File: config.mk
export PLATFORM = sky130hd
export DESIGN_NAME = serial_link_arbiter
export DESIGN_NICKNAME = d
export VERILOG_FILES = /design/src/rtl/nextasic_link_pkg.sv /design/src/rtl/link_tx_shifter.sv /design/src/rtl/serial_link_arbiter.sv
export SDC_FILE = /design/constraint.sdc
export NUM_CORES = 1
export LEC_CHECK = 0
export ABC_AREA = 1
export CAP_MARGIN = 15
export CELL_PAD_IN_SITES_DETAIL_PLACEMENT = 1
export CELL_PAD_IN_SITES_GLOBAL_PLACEMENT = 1
export CORE_MARGIN = 2
export CORE_UTILIZATION = 35
export DETAILED_ROUTE_END_ITERATION = 10
export GPL_ROUTABILITY_DRIVEN = 0
export PLACE_DENSITY = 0.91
export SYNTH_ARGS = -nofsm -noshare
export SYNTH_HDL_FRONTEND = slang
export SYNTH_SLANG_ARGS = --single-unit
File: constraint.sdc
create_clock -name clk -period 2.2 [get_ports clk]
set_clock_uncertainty 0.05 [all_clocks]
set_input_delay 0.33 -clock clk [delete_from_list [all_inputs] [get_ports clk]]
set_output_delay 0.33 -clock clk [all_outputs]
set_load 0.02 [all_outputs]
File: src/rtl/nextasic_link_pkg.sv
// Shared definitions for the NeXT serial link transmit and receive blocks:
// frame geometry, line levels and the transmit sequencer state encoding.
package nextasic_link_pkg;

  localparam int   FRAME_BITS  = 40;
  localparam int   MIN_GAP     = 2;
  localparam logic START_LEVEL = 1'b1;
  localparam logic IDLE_LEVEL  = 1'b0;

  typedef enum logic [1:0] {
    S_IDLE,
    S_START,
    S_DATA,
    S_GAP
  } link_state_t;

endpackage

File: src/rtl/link_tx_shifter.sv
// Frame serializer: start bit, 40 data bits LSB first, then GAP_CYCLES low cycles.
// The serial output is registered, so each line value is prepared one edge ahead.
module link_tx_shifter
  import nextasic_link_pkg::*;
#(
  parameter int GAP_CYCLES = 2
) (
  input  logic                  clk,
  input  logic                  rst,
  input  logic                  i_load,
  input  logic [FRAME_BITS-1:0] i_data,
  output logic                  o_so,
  output logic                  o_busy,
  output logic                  o_idle,
  output logic                  o_frame_done
);

  localparam int GCW = (GAP_CYCLES > 1) ? $clog2(GAP_CYCLES) : 1;
  localparam logic [5:0]     LAST_BIT = 6'(FRAME_BITS - 1);
  localparam logic [GCW-1:0] LAST_GAP = GCW'(GAP_CYCLES - 1);

  link_state_t           r_state, w_state_next;
  logic [FRAME_BITS-1:0] r_shift, w_shift_next;
  logic [5:0]            r_bit_cnt, w_bit_cnt_next;
  logic [GCW-1:0]        r_gap_cnt, w_gap_cnt_next;
  logic                  r_so, w_so_next;

  always_ff @(posedge clk) begin
    if (rst) begin
      r_state   <= S_IDLE;
      r_shift   <= '0;
      r_bit_cnt <= '0;
      r_gap_cnt <= '0;
      r_so      <= IDLE_LEVEL;
    end else begin
      r_state   <= w_state_next;
      r_shift   <= w_shift_next;
      r_bit_cnt <= w_bit_cnt_next;
      r_gap_cnt <= w_gap_cnt_next;
      r_so      <= w_so_next;
    end
  end

  // w_so_next is the line value for the cycle after this edge.
  always_comb begin
    w_state_next   = r_state;
    w_shift_next   = r_shift;
    w_bit_cnt_next = r_bit_cnt;
    w_gap_cnt_next = r_gap_cnt;
    w_so_next      = IDLE_LEVEL;
    case (r_state)
      S_IDLE: begin
        if (i_load) begin
          w_state_next = S_START;
          w_shift_next = i_data;
          w_so_next    = START_LEVEL;
        end
      end
      S_START: begin
        w_state_next   = S_DATA;
        w_bit_cnt_next = '0;
        w_so_next      = r_shift[0];
        w_shift_next   = r_shift >> 1;
      end
      S_DATA: begin
        if (r_bit_cnt == LAST_BIT) begin
          w_state_next   = S_GAP;
          w_gap_cnt_next = '0;
        end else begin
          w_bit_cnt_next = r_bit_cnt + 6'd1;
          w_so_next      = r_shift[0];
          w_shift_next   = r_shift >> 1;
        end
      end
      S_GAP: begin
        if (r_gap_cnt == LAST_GAP) begin
          w_state_next   = S_IDLE;
          w_gap_cnt_next = '0;
        end else begin
          w_gap_cnt_next = r_gap_cnt + GCW'(1);
        end
      end
      default: w_state_next = S_IDLE;
    endcase
  end

  assign o_so         = r_so;
  assign o_busy       = (r_state != S_IDLE);
  assign o_idle       = (r_state == S_IDLE);
  assign o_frame_done = (r_state == S_GAP) && (r_gap_cnt == LAST_GAP);

endmodule

File: src/rtl/serial_link_arbiter.sv
// Shares one serial link line between NREQ frame requesters.
// SERIAL_LINK_ARB_RR_EN selects round-robin; otherwise the lowest index wins.
module serial_link_arbiter
  import nextasic_link_pkg::*;
#(
  parameter int NREQ = 2,
  parameter int GAP  = 2
) (
  input  logic                       clk,
  input  logic                       rst,
  input  logic [NREQ-1:0]            req_valid,
  input  logic [NREQ*FRAME_BITS-1:0] req_data,
  output logic [NREQ-1:0]            req_ready,
  output logic                       so,
  output logic                       busy,
  output logic [1:0]                 grant_id,
  output logic                       frame_done
);

  logic                  w_idle;
  logic                  w_found;
  logic [1:0]            w_winner;
  logic                  w_accept;
  logic [FRAME_BITS-1:0] w_frame;
  logic [1:0]            r_grant;

`ifdef SERIAL_LINK_ARB_RR_EN
  logic [1:0] r_last;

  // Search starts just after the last granted requester and wraps.
  always_comb begin
    w_found  = 1'b0;
    w_winner = '0;
    for (int k = 1; k <= NREQ; k++) begin
      for (int i = 0; i < NREQ; i++) begin
        if (!w_found && req_valid[i] && (i == ((int'(r_last) + k) % NREQ))) begin
          w_found  = 1'b1;
          w_winner = 2'(i);
        end
      end
    end
  end

  always_ff @(posedge clk) begin
    if (rst) begin
      r_last <= 2'(NREQ - 1);
    end else if (w_accept) begin
      r_last <= w_winner;
    end
  end
`else
  always_comb begin
    w_found  = |req_valid;
    w_winner = '0;
    for (int k = NREQ - 1; k >= 0; k--) begin
      if (req_valid[k]) begin
        w_winner = 2'(k);
      end
    end
  end
`endif

  genvar gi;
  generate
    for (gi = 0; gi < NREQ; gi++) begin : g_ready
      assign req_ready[gi] = w_idle && w_found && (w_winner == 2'(gi));
    end
  endgenerate

  assign w_accept = |(req_valid & req_ready);

  always_comb begin
    w_frame = '0;
    for (int i = 0; i < NREQ; i++) begin
      if (w_winner == 2'(i)) begin
        w_frame = req_data[i*FRAME_BITS +: FRAME_BITS];
      end
    end
  end

  always_ff @(posedge clk) begin
    if (rst) begin
      r_grant <= '0;
    end else if (w_accept) begin
      r_grant <= w_winner;
    end
  end

  assign grant_id = r_grant;

  link_tx_shifter #(
    .GAP_CYCLES(GAP)
  ) u_shifter (
    .clk         (clk),
    .rst         (rst),
    .i_load      (w_accept),
    .i_data      (w_frame),
    .o_so        (so),
    .o_busy      (busy),
    .o_idle      (w_idle),
    .o_frame_done(frame_done)
  );

endmodule
[Yosys cells after proc, flatten, opt, wreduce, memory -nomap -nowiden]
Index checks and enable logic that the tools add are counted.
Word-level totals
  bits in registers: 52
  logic and storage cells: 53
  output and inout port bits: 7
Operators by class
  equality and inequality tests: 9
  $add $sub $neg: 2
  reduce and logical (&&, ||, !) cells: 16
  bitwise logic cells: 1
  muxes and demuxes: 19
Operators by type and width (number)
  40-bit two-way mux: 4
  40-bit case mux with 3 select lines: 1
  6-bit case mux with 2 select lines: 1
  2-bit two-way mux: 4
  2-bit case mux with 4 select lines: 1
  6-bit by 1-bit adder with 6-bit output (second input constant): 1
  6-bit equality test (second input constant): 1
  6-bit two-way mux: 1
  2-bit by 1-bit inequality test with 1-bit output (second input constant): 3
  3-bit AND reduction: 2
  2-bit nonzero test: 3
  1-bit two-way mux: 5
  2-bit by 1-bit equality test with 1-bit output (second input constant): 2
  2-bit equality test (second input constant): 2
  1-bit logical AND: 4
  2-bit logical NOT: 2
  2-bit AND reduction: 2
  2-bit OR reduction: 2
  1-bit case mux with 3 select lines: 1
  3-bit nonzero test: 1
  2-bit AND: 1
  2-bit inequality test (second input constant): 1
  1-bit case mux with 2 select lines: 1
  1-bit adder (second input constant): 1

[Depth between registers and ports, before layout]
Gate-level depths: netlist of the first run.
  depth in word-level cells: 8
  depth in mapped cells: 10
  depth with buffers taken out: 9

[Hierarchy]
A second synthesis of the first run with hierarchy kept.
Unflattened totals
  cell total of the unflattened synthesis: 557
  area total of the unflattened synthesis: 3559.7 um2
By module, submodules not included
  link_tx_shifter: area an instance 2849.0 um2, instances 1, cells an instance 412, sequential area each 1001.0 um2
  serial_link_arbiter: area an instance 710.7 um2, instances 1, cells an instance 145, sequential area each 20.0 um2

[Least setup slack after synthesis of the first run]
No wires, ideal clock.
  path type: reg2reg
  start: register u_shifter.r_state[0]
  end: register u_shifter.r_shift[0]
  path slack: 541 ps
  buffers on the path: 1
  setup time: 112 ps
  arrival time: 1497 ps
  cell stages (with the launch flop): 10
  required time: 2038 ps
  cells stage by stage: dfxtp_1 > inv_1 > ha_1 > inv_2 > nor3_1 > nor2_2 > nand2_8 > buf_12 > nor2_2 > nor2_2
Between the ends
  cells in the longest elaborated chain, start to end: 7
  elaborated cells between the ends (all ways): 13
Ends and longest elaborated chain
  start, declared: RTL line link_tx_shifter.sv:22  | link_state_t r_state, w_state_next;
  start signal, assigned: RTL line link_tx_shifter.sv:36  | r_state <= w_state_next;
  2-bit logical NOT: RTL line link_tx_shifter.sv:51, link_tx_shifter.sv:89
  1-bit logical AND (2 in series): RTL line serial_link_arbiter.sv:66  | assign req_ready[gi] = w_idle && w_found && (w_winner == 2'(gi));
  2-bit AND: RTL line serial_link_arbiter.sv:70  | assign w_accept = |(req_valid & req_ready);
  2-bit OR reduction: RTL line serial_link_arbiter.sv:70
  2-bit by 1-bit inequality test with 1-bit output (no line)
  3-bit AND reduction (no line)
  end signal, assigned: RTL line link_tx_shifter.sv:37  | r_shift <= w_shift_next;
  end, declared: RTL line link_tx_shifter.sv:23  | logic [FRAME_BITS-1:0] r_shift, w_shift_next;
Parallel ways exist; a longest one is shown, timed or not.
A chain may end at the register's enable or synchronous reset.

[Worst setup path in the final report of the first run]
  start: register u_shifter.r_state[1]
  end: output busy
Between the ends
  cells in the longest elaborated chain, start to end: 1
Ends and longest elaborated chain
  2-bit nonzero test: RTL line link_tx_shifter.sv:88  | assign o_busy = (r_state != S_IDLE);
  end, declared: RTL line serial_link_arbiter.sv:15  | output logic busy,
No other way between the ends.

==> results_dict.tcl, run 1 <==
set metrics [dict create \
    status "complete, no violations" \
    grt_pass1_wl_mm 16.7 \
    ys.warnings.count 0 \
    drt_pass1_iterations 4 \
    mostFrequentLayoutCell "sky130_fd_sc_hd__nand2_1" \
    clkTransAtPathRegs_ns 0.09 \
    floorplan.rows 38 \
    post_synth_instance_area_sq_um 3940 \
    synth_top_cells_by_area "sky130_fd_sc_hd__dfxtp_1, sky130_fd_sc_hd__nand2_1, sky130_fd_sc_hd__nor2_2" \
    slowest_delay_ns 0.59 \
    min_period_ns 2.08 \
    worstPathMaxFanout 5 \
    worst_path_dominant_cell_family "buffers and inverters" \
    endpoint_kind "primary output" \
    final_core_util_pct 45.8 \
    largest_net_degree_at_the_start_of_global_routing 51 \
    diodes 0 \
    ioPinCount 91 \
    synth.distinct_cells 24 \
    cts-htree-levels 2 \
    post_cts_hold_buffer_count 0 \
    detailedRoute.firstIterationViolations 119 \
    track_usage_pct 17.1 \
    synth_top_area_share_pct 25.9 \
    clk_latency_ns 0.31 \
    reg2reg_setup_slack_ns 0.33 \
    critPathLaunchType "flip-flop" \
    cts_tree "yes" \
    vias 3887 \
    final_min_period_over_clock_period_pct 94.6 \
    critPathSlowestCell "sky130_fd_sc_hd__clkdlybuf4s50_1" \
    numCtsBuffers 5 \
    die-area_sq_um 12100 \
    io_buffer_count 89 \
    synth_seq_area_share_pct 25.9 \
    fmax_ghz 0.480 \
    power.internal_mw 2.91 \
    drive_above_1_share_pct 20.8 \
    synthCells 651 \
    worstSetupPathType "flip-flop to primary output" \
    timing.rr.start "u_shifter.r_state[1]$_SDFFE_PP0P_" \
    net_switching_share_of_the_total_power_pct 46.3 \
    drc 0 \
    initial_antenna_violation_count 0 \
    tns_ns 0 \
    data_required_critical_path_ns 1.82 \
    post_layout_nonfiller_instances 870 \
    totalWireLength_mm 10.0 \
    post-dp-hpwl_mm 7.66 \
    power.net_switching_mw 2.51 \
    nNetsFinal 821 \
    seq_power_share_pct 28.9 \
    vdd_ir_drop_max_mv 0.692 \
    core_region_area_sq_um 10900 \
    min_path_type "flip-flop to flip-flop" \
    startpoint_of_the_tightest_hold_check_path "u_shifter.r_bit_cnt[1]$_SDFFE_PP0P_" \
    mappedNetlistNets 742 \
    most-common-layout-cells "sky130_fd_sc_hd__nand2_1, sky130_fd_sc_hd__inv_1, sky130_fd_sc_hd__clkdlybuf4s50_1, sky130_fd_sc_hd__nor2_2, sky130_fd_sc_hd__dfxtp_1" \
    holdWs_ns 0.462 \
    pwr_density_cell_nw_per_um2 1090 \
    initial_core_util_pct 36.2 \
    first_global_vias 3861 \
    cells_along_the_critical_path "inv_1 > ha_2 > inv_2 > clkdlybuf4s50_1" \
    post-synth-top-area-cell "sky130_fd_sc_hd__dfxtp_1" \
    drt.antenna.violating_nets 0 \
    worst_setup_path_startpoint "u_shifter.r_state[1]$_SDFFE_PP0P_" \
    post_drt_via_cell_ratio 4.47 \
    placedCellCount 863 \
    power.combinational.fraction_pct 59.1 \
    leakage_nw 2.53 \
    worst_slack_ns 0.119 \
    route.detailed.wl_per_inst_microns 11.5 \
    worst_ep_arrival_time_ns 1.70 \
    synth-seq-cells 51 \
    nFillCells 1463 \
    syn_area_per_cell_sq_um 6.05 \
    syn_to_final_growth_pct 26.6 \
    clock-sinks 51 \
    die_y_microns 110 \
    max_root_sink_buffers 2 \
    grt-ovfl-total 0 \
    setup_violations 0 \
    finalMaxSlewViolations 0 \
    die_wd_microns 110 \
    cp.buffers_inverters 3 \
    setup_repair_after_global_routing_missed_its_margin "no" \
    cts.root.buffer_cell "sky130_fd_sc_hd__clkbuf_8" \
    hold_viol 0 \
    clock_power_share_pct 11.9 \
    maxCapViolations 0 \
    detailedPlace.worstSlack_ns 0.0602 \
]
## metrics by stage
stage / total power, mW / instance area [sq um]
6_report: 5.42 / 4980
5_1_grt: 5.96 / 4980
4_1_cts: 5.51 / 4980
3_5_place_dp: 4.84 / 4880
2_1_floorplan: 4.13 / 3940
3_3_place_gp: 4.66 / 4880
## worst reg2reg max path: stages, from the launching register on
cell                      delay, ns
sky130_fd_sc_hd__dfxtp_1       0.37
sky130_fd_sc_hd__inv_1         0.13
sky130_fd_sc_hd__ha_2          0.20
sky130_fd_sc_hd__inv_2         0.05
sky130_fd_sc_hd__nor3_1        0.28
sky130_fd_sc_hd__nor2_2        0.12
sky130_fd_sc_hd__nand2_8       0.17
sky130_fd_sc_hd__buf_12        0.23
sky130_fd_sc_hd__nand2_2       0.08
sky130_fd_sc_hd__nand2_1       0.07
sky130_fd_sc_hd__nor2_2        0.04
## power groups by stage
stage          registers, mW  logic (mW)  clock network, mW
4_1_cts                 1.57        3.27              0.665
3_3_place_gp            1.56        3.10                  0
2_1_floorplan           1.54        2.59                  0
3_5_place_dp            1.59        3.25                  0
6_report                1.57        3.21              0.648
5_1_grt                 1.62        3.64              0.702
## flip-flops by register name, indices dropped and copies added, names as in the netlist
signal and count:
u_shifter.o_so 1, u_shifter.r_gap_cnt 1, u_shifter.r_bit_cnt 6, u_shifter.r_state 2, grant_id 1, u_shifter.r_shift 40
## cells in the mapped netlist, drive strengths merged
| master | number |
|---|---|
| conb | 1 |
| a21oi | 9 |
| dfxtp | 51 |
| inv | 134 |
| ha | 7 |
| nand3 | 48 |
| clkinv | 1 |
| nand3b | 1 |
| buf | 21 |
| nor3 | 1 |
| nand2 | 261 |
| clkbuf | 11 |
| o21ai | 3 |
| nor2 | 98 |
| nand4 | 4 |
## cell type report
cell class / count / area (sq um) / share of cell area (%)
Clock buffer: 6 / 72.6 / 1.46
Sequential cell: 51 / 1020 / 20.5
Timing Repair Buffer: 104 / 1040 / 20.8
Clock inverter: 1 / 30.0 / 0.602
Multi-Input combinational cell: 433 / 2140 / 42.9
Tap cell: 140 / 175 / 3.51
Inverter: 135 / 507 / 10.2
## logic make-up after synthesis
family / count (synthesis) / synth area share (%)
compound gates: 12 / 1.81
fa+ha+maj: 7 / 2.22
buf+inv: 167 / 19.8
flops: 51 / 25.9
other cells: 1 / 0.0953
simple gates: 413 / 50.2
## worst paths after layout
check,to,cells past startpoint
setup / recovery,busy,4
hold / removal,u_shifter.r_bit_cnt[1]$_SDFFE_PP0P_,2
setup reg to reg,u_shifter.r_shift[17]$_SDFFE_PP0P_,10
hold reg to reg,u_shifter.r_bit_cnt[1]$_SDFFE_PP0P_,2
## routing by layer
metal	GRT usage, %	wire (microns)	up-vias
li1	-	-	2018
met1	19.4	4400	1796
met2	33.6	5230	64
met3	2.35	333	9
met4	3.53	84	0
met5	0	0	-
## timing repair
item / in CTS / in global routing
endpoints found under the setup margin: 2 / 1
gates resized for setup: 2 / 1
buffers inserted: 0 / 0
endpoints found under the hold margin: 0 / 0
Power figures use the tool's default switching activity.
==> run 2: changes to the inputs <==
- CAP_MARGIN: 15 -> default
- CELL_PAD_IN_SITES_DETAIL_PLACEMENT: 1 -> 0
==> run 2 against run 1 <==
Clock power increased by 4.5%. Largest cell class unchanged. Non-clock buffer count unchanged. Sequential power hardly changed. Global-route usage down 2.9 points. Routed wire length shrank 17%. Sequential cell count unchanged. Highest routed layer unchanged. First-iteration DRC count increased by 44%. Critical path depth is the same. Count of clock-buffer cells in the layout stayed put. Sequential share of layout area shrank 0.097 points.
==> results_dict.tcl, run 2 (same netlist as run 1, synthesis figures left out) <==
set metrics [dict create \
    io_buffer_count 89 \
    critPathLaunchType "flip-flop" \
    drt.antenna.violating_nets 0 \
    cells_along_the_critical_path "inv_1 > ha_2 > inv_2 > clkdlybuf4s50_1" \
    fmax_ghz 0.476 \
    slowest_delay_ns 0.61 \
    drive_above_1_share_pct 20.9 \
    drc 0 \
    sequential_cell_area_sq_um 1020 \
    ioPinCount 91 \
    diodes 0 \
    core_region_area_sq_um 10900 \
    mostFrequentLayoutCell "sky130_fd_sc_hd__nand2_1" \
    vias 3688 \
    die_wd_microns 110 \
    endpoint_kind "primary output" \
    finalMaxSlewViolations 0 \
    grt-ovfl-total 0 \
    final_min_period_over_clock_period_pct 95.4 \
    tns_ns 0 \
    multiInputGateArea_sq_um 2140 \
    initial_antenna_violation_count 0 \
    max_root_sink_buffers 2 \
    hold_viol 0 \
    status "complete, no violations" \
    min_path_type "flip-flop to flip-flop" \
    timing.rr.start "u_shifter.r_state[0]$_SDFFE_PP0P_" \
    worst_setup_path_startpoint "u_shifter.r_state[0]$_SDFFE_PP0P_" \
    die_y_microns 110 \
    numCtsBuffers 5 \
    grt_pass1_wl_mm 14.1 \
    most-common-layout-cells "sky130_fd_sc_hd__nand2_1, sky130_fd_sc_hd__inv_1, sky130_fd_sc_hd__clkdlybuf4s50_1, sky130_fd_sc_hd__nor2_2, sky130_fd_sc_hd__dfxtp_1" \
    setup_repair_after_global_routing_missed_its_margin "no" \
    floorplan.rows 38 \
    pwr_density_cell_nw_per_um2 1070 \
    track_usage_pct 14.2 \
    critPathSlowestCell "sky130_fd_sc_hd__clkdlybuf4s50_1" \
    reg2reg_setup_slack_ns 0.40 \
    placedCellCount 863 \
    detailedRoute.firstIterationViolations 171 \
    nFillCells 1164 \
    cts_tree "yes" \
    cts-htree-levels 2 \
    crit_path_end "busy" \
    data_required_critical_path_ns 1.82 \
    final_core_util_pct 45.9 \
    post_layout_nonfiller_instances 871 \
    post_drt_via_cell_ratio 4.23 \
    nNetsFinal 821 \
    syn_to_final_growth_pct 27.1 \
    largestRegisters "u_shifter.r_shift: 40 flops, u_shifter.r_bit_cnt: 6 flops, u_shifter.r_state: 2 flops" \
    route.detailed.wl_per_inst_microns 9.61 \
    clock-sinks 51 \
    min_period_ns 2.10 \
    worstSetupPathType "flip-flop to primary output" \
    vdd_ir_drop_max_mv 0.726 \
    leakage_nw 2.55 \
    setup_violations 0 \
    detailedPlace.worstSlack_ns 0.0513 \
    totalWireLength_mm 8.37 \
    r2r_cells 10 \
    initial_core_util_pct 36.2 \
    post-dp-hpwl_mm 6.09 \
    post_cts_hold_buffer_count 0 \
    totalPowerFinal_mw 5.35 \
    clkTransAtPathRegs_ns 0.09 \
    maxCapViolations 0 \
    cts.root.buffer_cell "sky130_fd_sc_hd__clkbuf_8" \
    clk_latency_ns 0.30 \
    worstReg2RegEnd "u_shifter.r_shift[15]$_SDFFE_PP0P_" \
    first_global_vias 3320 \
    largest_register_ff_count 40 \
    regMostFlops "u_shifter.r_shift" \
    worst_ep_arrival_time_ns 1.72 \
    largest_net_degree_at_the_start_of_global_routing 51 \
    die-area_sq_um 12100 \
    worstPathMaxFanout 5 \
    drt_pass1_iterations 4 \
    worst_slack_ns 0.100 \
]
run 2: changes by cell type in the layout (fill, tap and decap cells not counted):
cell	previous run	this run
sky130_fd_sc_hd__clkinv_2	0	1
sky130_fd_sc_hd__dfxtp_2	1	0
sky130_fd_sc_hd__dlymetal6s2s_1	0	1
sky130_fd_sc_hd__dfxtp_1	50	51
sky130_fd_sc_hd__clkbuf_1	1	0
sky130_fd_sc_hd__dlygate4sd2_1	2	1
sky130_fd_sc_hd__clkbuf_8	5	6
run 2: how the worst min path moves through the flow:
stage	startpoint	end	slack [ns]	depth (start not counted)
floorplan	rst	u_shifter.r_bit_cnt[0]$_SDFFE_PP0P_	0.35	1
global placement	u_shifter.r_gap_cnt$_SDFFE_PP0P_	u_shifter.r_gap_cnt$_SDFFE_PP0P_	0.42	2
detailed placement	u_shifter.r_gap_cnt$_SDFFE_PP0P_	u_shifter.r_gap_cnt$_SDFFE_PP0P_	0.43	2
CTS	u_shifter.r_gap_cnt$_SDFFE_PP0P_	u_shifter.r_gap_cnt$_SDFFE_PP0P_	0.45	2
global route	u_shifter.r_gap_cnt$_SDFFE_PP0P_	u_shifter.r_gap_cnt$_SDFFE_PP0P_	0.46	2
finish	u_shifter.r_gap_cnt$_SDFFE_PP0P_	u_shifter.r_gap_cnt$_SDFFE_PP0P_	0.44	2
run 2: stage by stage:
step / hold slack [ns] / area [sq um]
3_3_place_gp: 0.418 / 4880
4_1_cts: 0.447 / 5000
5_1_grt: 0.464 / 5000
2_1_floorplan: 0.349 / 3940
6_report: 0.444 / 5000
3_5_place_dp: 0.433 / 4880
run 2: what timing repair did:
action	in CTS	in global routing
buffers inserted	0	0
endpoints found under the hold margin	0	0
endpoints found under the setup margin	1	1
gates resized for setup	1	1
cloned	0	0
run 2: per-layer routing:
layer	share of wire [%]	track usage [%]	vias up
li1	-	-	2022
met1	48	17.2	1593
met2	48	26.1	67
met3	4.0	2.23	6
met4	0.77	3.25	0
met5	0	0	-
run 2: layout make-up:
type / instances / area share, %
clock inverters: 2 / 0.700
well taps: 140 / 3.50
multi-input cells: 433 / 42.8
clock buffers: 6 / 1.65
flip-flops and latches: 51 / 20.4
inverters: 135 / 10.1
repair buffers: 104 / 20.8
run 2: report_power, final:
part	switching, mW	internal (mW)	total [mW]
logic	1.88	1.24	3.12
clock network	0.308	0.368	0.677
registers	0.217	1.34	1.56
total	2.41	2.94	5.35
run 2: critical path, delay by kind of cell, from the launching register on:
kind | cells | cell delay [ns]
buf+inv | 3 | 0.78
flops | 1 | 0.42
fa+ha+maj | 1 | 0.21
==> RTL change 1: new RTL, flow settings as in run 1 <==
The parameter `NREQ` goes from 2 to 1.
--- a/src/rtl/serial_link_arbiter.sv
+++ b/src/rtl/serial_link_arbiter.sv
@@ -3,7 +3,7 @@
 module serial_link_arbiter
   import nextasic_link_pkg::*;
 #(
-  parameter int NREQ = 2,
+  parameter int NREQ = 1,
   parameter int GAP  = 2
 ) (
   input  logic                       clk,
Ports: changed (resized req_data, req_ready and req_valid); port bits go from 91 to 49. No check against the original RTL was run, so the function may have changed too.
==> RTL change 1 against run 1 <==
Area after synthesis down 29%. Utilization down 0.96 points. Setup slack better by 0.037 ns. Sequential cell count down 1. Via count down 29%. Combinational power down 15%. Register-to-register slack better by 0.08 ns. Cell area down 31%. Largest cell class unchanged. Wire length down 25%. Worst hold slack worse by 0.029 ns. Total power down 10%. Cell count down 36%. Die area down 28%.
==> RTL change 1: results (changes against run 1) <==
outcome=finished clean; Leak=0.00164 uW (-35%); fin nets=505 (-38%); post-synthesis mux area share=0 (unchanged); fin util=0.448 (-0.00964); H-tree depth=2 (unchanged); Compound-Gate Fraction of Synth Area=0.124 (+0.106); Crit Path Max Fanout=4 (-1); first-iteration detailed-routing DRC count=87 (-27%); Worst EP arrival=1.66 ns (-0.04 ns); first-pass GRT wire length=12.8 mm (-24%); IO Port Bufs=46 (-48%); drt pass-1 iters=4 (unchanged); HPWL Detailed=5.20 mm (-32%); vias in the first global route=2870 (-26%); Post-Syn Instances=418 (-36%); post-synth cell types=21 (-13%); wl on met1=3.38 mm (-23%); Adder-Cell Fraction of Synth Area=0.0314 (+0.00917); Tot GR Track Use=0.182 (+0.0105); routed wire length=7.51 mm (-25%); DR WL met2=3.76 mm (-28%); Synth area leaders=dfxtp_1 (36%), nand2_1 (15%), nor2_1 (12%); Fillers=1003 (-31%); Inserted Clock Buffers=5 (unchanged); Root Driver=clkbuf_8; proportion of layout cells with a drive suffix above 1=0.0768 (-0.131); initial antenna violation count=0 (unchanged); Seq/Total Area, Yosys=0.359 (+0.0997); Area after DPL=3350 um2 (-31%); setup slack at placement=0.275 ns (+0.215 ns); largest net degree at the start of global routing=49 (-3.9%); most frequent cells after synthesis=nand2_1 (113), nor2_1 (90), dfxtp_1 (50); DR vias=2753 (-29%); Peak VDD IR=735 uV (+6.4%); final non-filler cell total=558 (-36%); met3 WL post-DR=252 um (-24%); DP Cell Count=550 (-36%)
[RTL change 1: cell count changes after synthesis, sizes merged]
cell    delta
inv      -113
nand3b     -1
nand2    -147
buf        +2
nand4      -3
a21boi    +39
o21bai     +1
nor3       -1
nor2       -7
nand3      +6
a21oi      -3
dfxtp      -1
clkinv     -1
clkbuf     -4
[RTL change 1: final cells by class]
| type | count | share of cell area |
|---|---|---|
| multi-input cells | 318 | 0.451 |
| flip-flops and latches | 50 | 0.289 |
| repair buffers | 59 | 0.170 |
| well taps | 102 | 0.0368 |
| inverters | 21 | 0.0228 |
| clock buffers | 7 | 0.0220 |
| clock inverters | 1 | 0.00867 |
[RTL change 1: where the power goes]
part	switching (uW)	internal [uW]
Combinational	1690	1050
Sequential	208	1270
Clock	313	341
[RTL change 1: critical path: stages (launching register included)]
cell	delay, ns
dfxtp_1	0.40
ha_1	0.23
nand2_1	0.07
inv_1	0.07
clkdlybuf4s50_1	0.60
[RTL change 1: metal layers]
layer  GRT usage  vias to the layer above
li1            -                     1386
met1       0.203                     1315
met2       0.341                       44
met3      0.0371                        8
met4      0.0600                        0
met5           0                        -
[RTL change 1: timing repair]
| action | 4_1_cts | 5_1_grt |
|---|---|---|
| endpoints found under the setup margin | 2 | 2 |
| setup buffers | 0 | 0 |
| gates resized for setup | 1 | 3 |
| hold buffers | 0 | 0 |
[RTL change 1: worst paths after layout]
kind | start | end | slack (ns) | cells after the start
hold / removal | u_shifter.r_shift[39] | u_shifter.r_shift[39] | 0.43 | 2
setup / recovery | u_shifter.r_state[0] | frame_done | 0.16 | 4
hold reg to reg | u_shifter.r_shift[39] | u_shifter.r_shift[39] | 0.43 | 2
setup reg to reg | u_shifter.r_state[0] | u_shifter.r_shift[16] | 0.41 | 8
==> RTL change 2: new RTL, settings of run 1 <==
Made on the original files. Encoding of `link_state_t`: now one-hot (4 bits for 4 states).
--- a/src/rtl/nextasic_link_pkg.sv
+++ b/src/rtl/nextasic_link_pkg.sv
@@ -7,11 +7,11 @@
   localparam logic START_LEVEL = 1'b1;
   localparam logic IDLE_LEVEL  = 1'b0;
 
-  typedef enum logic [1:0] {
-    S_IDLE,
-    S_START,
-    S_DATA,
-    S_GAP
+  typedef enum logic [3:0] {
+    S_IDLE  = 4'b0001,
+    S_START = 4'b0010,
+    S_DATA  = 4'b0100,
+    S_GAP   = 4'b1000
   } link_state_t;
 
 endpackage
Behaviour: no difference found for any inputs over 10 cycles, from zero or initial values and one cycle with rst high; not proved beyond that.
==> RTL change 2 against run 1 <==
Wire length increased by 11%. Register-to-register slack improved by 0.02 ns. Count of clock-buffer cells in the layout decreased by 1. Via count increased by 0.93%. Area after synthesis decreased by 14%. Cell area decreased by 10%. Setup slack improved by 0.0016 ns. Sequential cell count increased by 2. Critical path type unchanged. Highest routed layer unchanged.
Power is not compared: it rests on default switching activity, and its combinational part moved more than twofold at a synthesized area within 25%.
==> RTL change 2: results (changes against run 1) <==
Adder-Cell Fraction of Synth Area=0.00370 (-0.0186); area taken by multi-input logic gates=1930 um2 (-9.8%); sequential cell area share=0.237 (+0.0315); Synthesized Nets=701 (-5.5%); grt met3 use=0.0308 (+0.00726); r2r endpoint=u_shifter.r_shift[34]; Post-Synth XOR/XNOR Area=0.00259 (+0.00259); Fillers=1302 (-11%); M1 GR Usage=0.239 (+0.0450); Synth area leaders=dfxtp_1 (31%), nand2_1 (29%), nand3_1 (13%); largest net degree at the start of global routing=79 (+55%); Worst setup startpoint=u_shifter.r_state[2]; Seq cells=53 (+3.9%); Seq/Total Area, Yosys=0.314 (+0.0543); Area after DPL=4380 um2 (-10%); Hold EP=grant_id[0]; fin nets=771 (-6.1%); post-synth cell types=23 (-4.2%); DR WL met2=5.68 mm (+8.7%); proportion of layout cells with a drive suffix above 1=0.0394 (-0.169); HPWL Detailed=7.86 mm (+2.7%); r2r worst-path depth=9 (-1); Tot GR Track Use=0.211 (+0.0401); RR Startpoint=u_shifter.r_bit_cnt[0]; min-delay src=grant_id[0]; fin util=0.481 (+0.0231); Clock Network Area Fraction=0.0232 (+0.00257); most frequent cells after synthesis=nand2_1 (258), nor2_1 (99), nand3_1 (89); NonClk Buf Share=0.229 (+0.0204); Placeable Area=9330 um2 (-14%); first-pass GRT wire length=17.9 mm (+6.6%); vias per cell=4.81 (+7.7%); Non-clk invs=54 (-60%); reg-to-reg slack, setup=0.35 ns (+0.02 ns); number of signal-net buffers in the layout=102 (-1.9%); outcome=finished clean; vias in the first global route=4027 (+4.3%); #MultiIn Comb=470 (+8.5%)
-- RTL change 2: cell count changes in the layout (fill, tap and decap cells not counted), moves of 3 or more --
| cell | change |
|---|---|
| inv_1 | -83 |
| nor2_2 | -80 |
| ha_1 | -5 |
| nand2_1 | +39 |
| dfxtp_1 | +3 |
| a21oi_1 | +3 |
| nor2_1 | +84 |
| nand2_2 | -40 |
| nand3_1 | +42 |
-- RTL change 2: stage by stage --
stage | setup WS [ns] | hold WS [ns] | std cells | total power, uW
floorplan | 0.587 | 0.397 | 616 | 1950
global placement | 0.0734 | 0.402 | 808 | 2230
detailed placement | 0.0220 | 0.428 | 808 | 2310
CTS | 0.100 | 0.443 | 815 | 2990
global route | 0.0189 | 0.474 | 815 | 3190
finish | 0.120 | 0.449 | 815 | 2970
-- RTL change 2: worst max-delay path, stage by stage, from the launching register on --
cell and delay [ns]:
dfxtp_1 0.34, nor2_2 0.19, nand3_1 0.23, clkdlybuf4s50_1 0.61
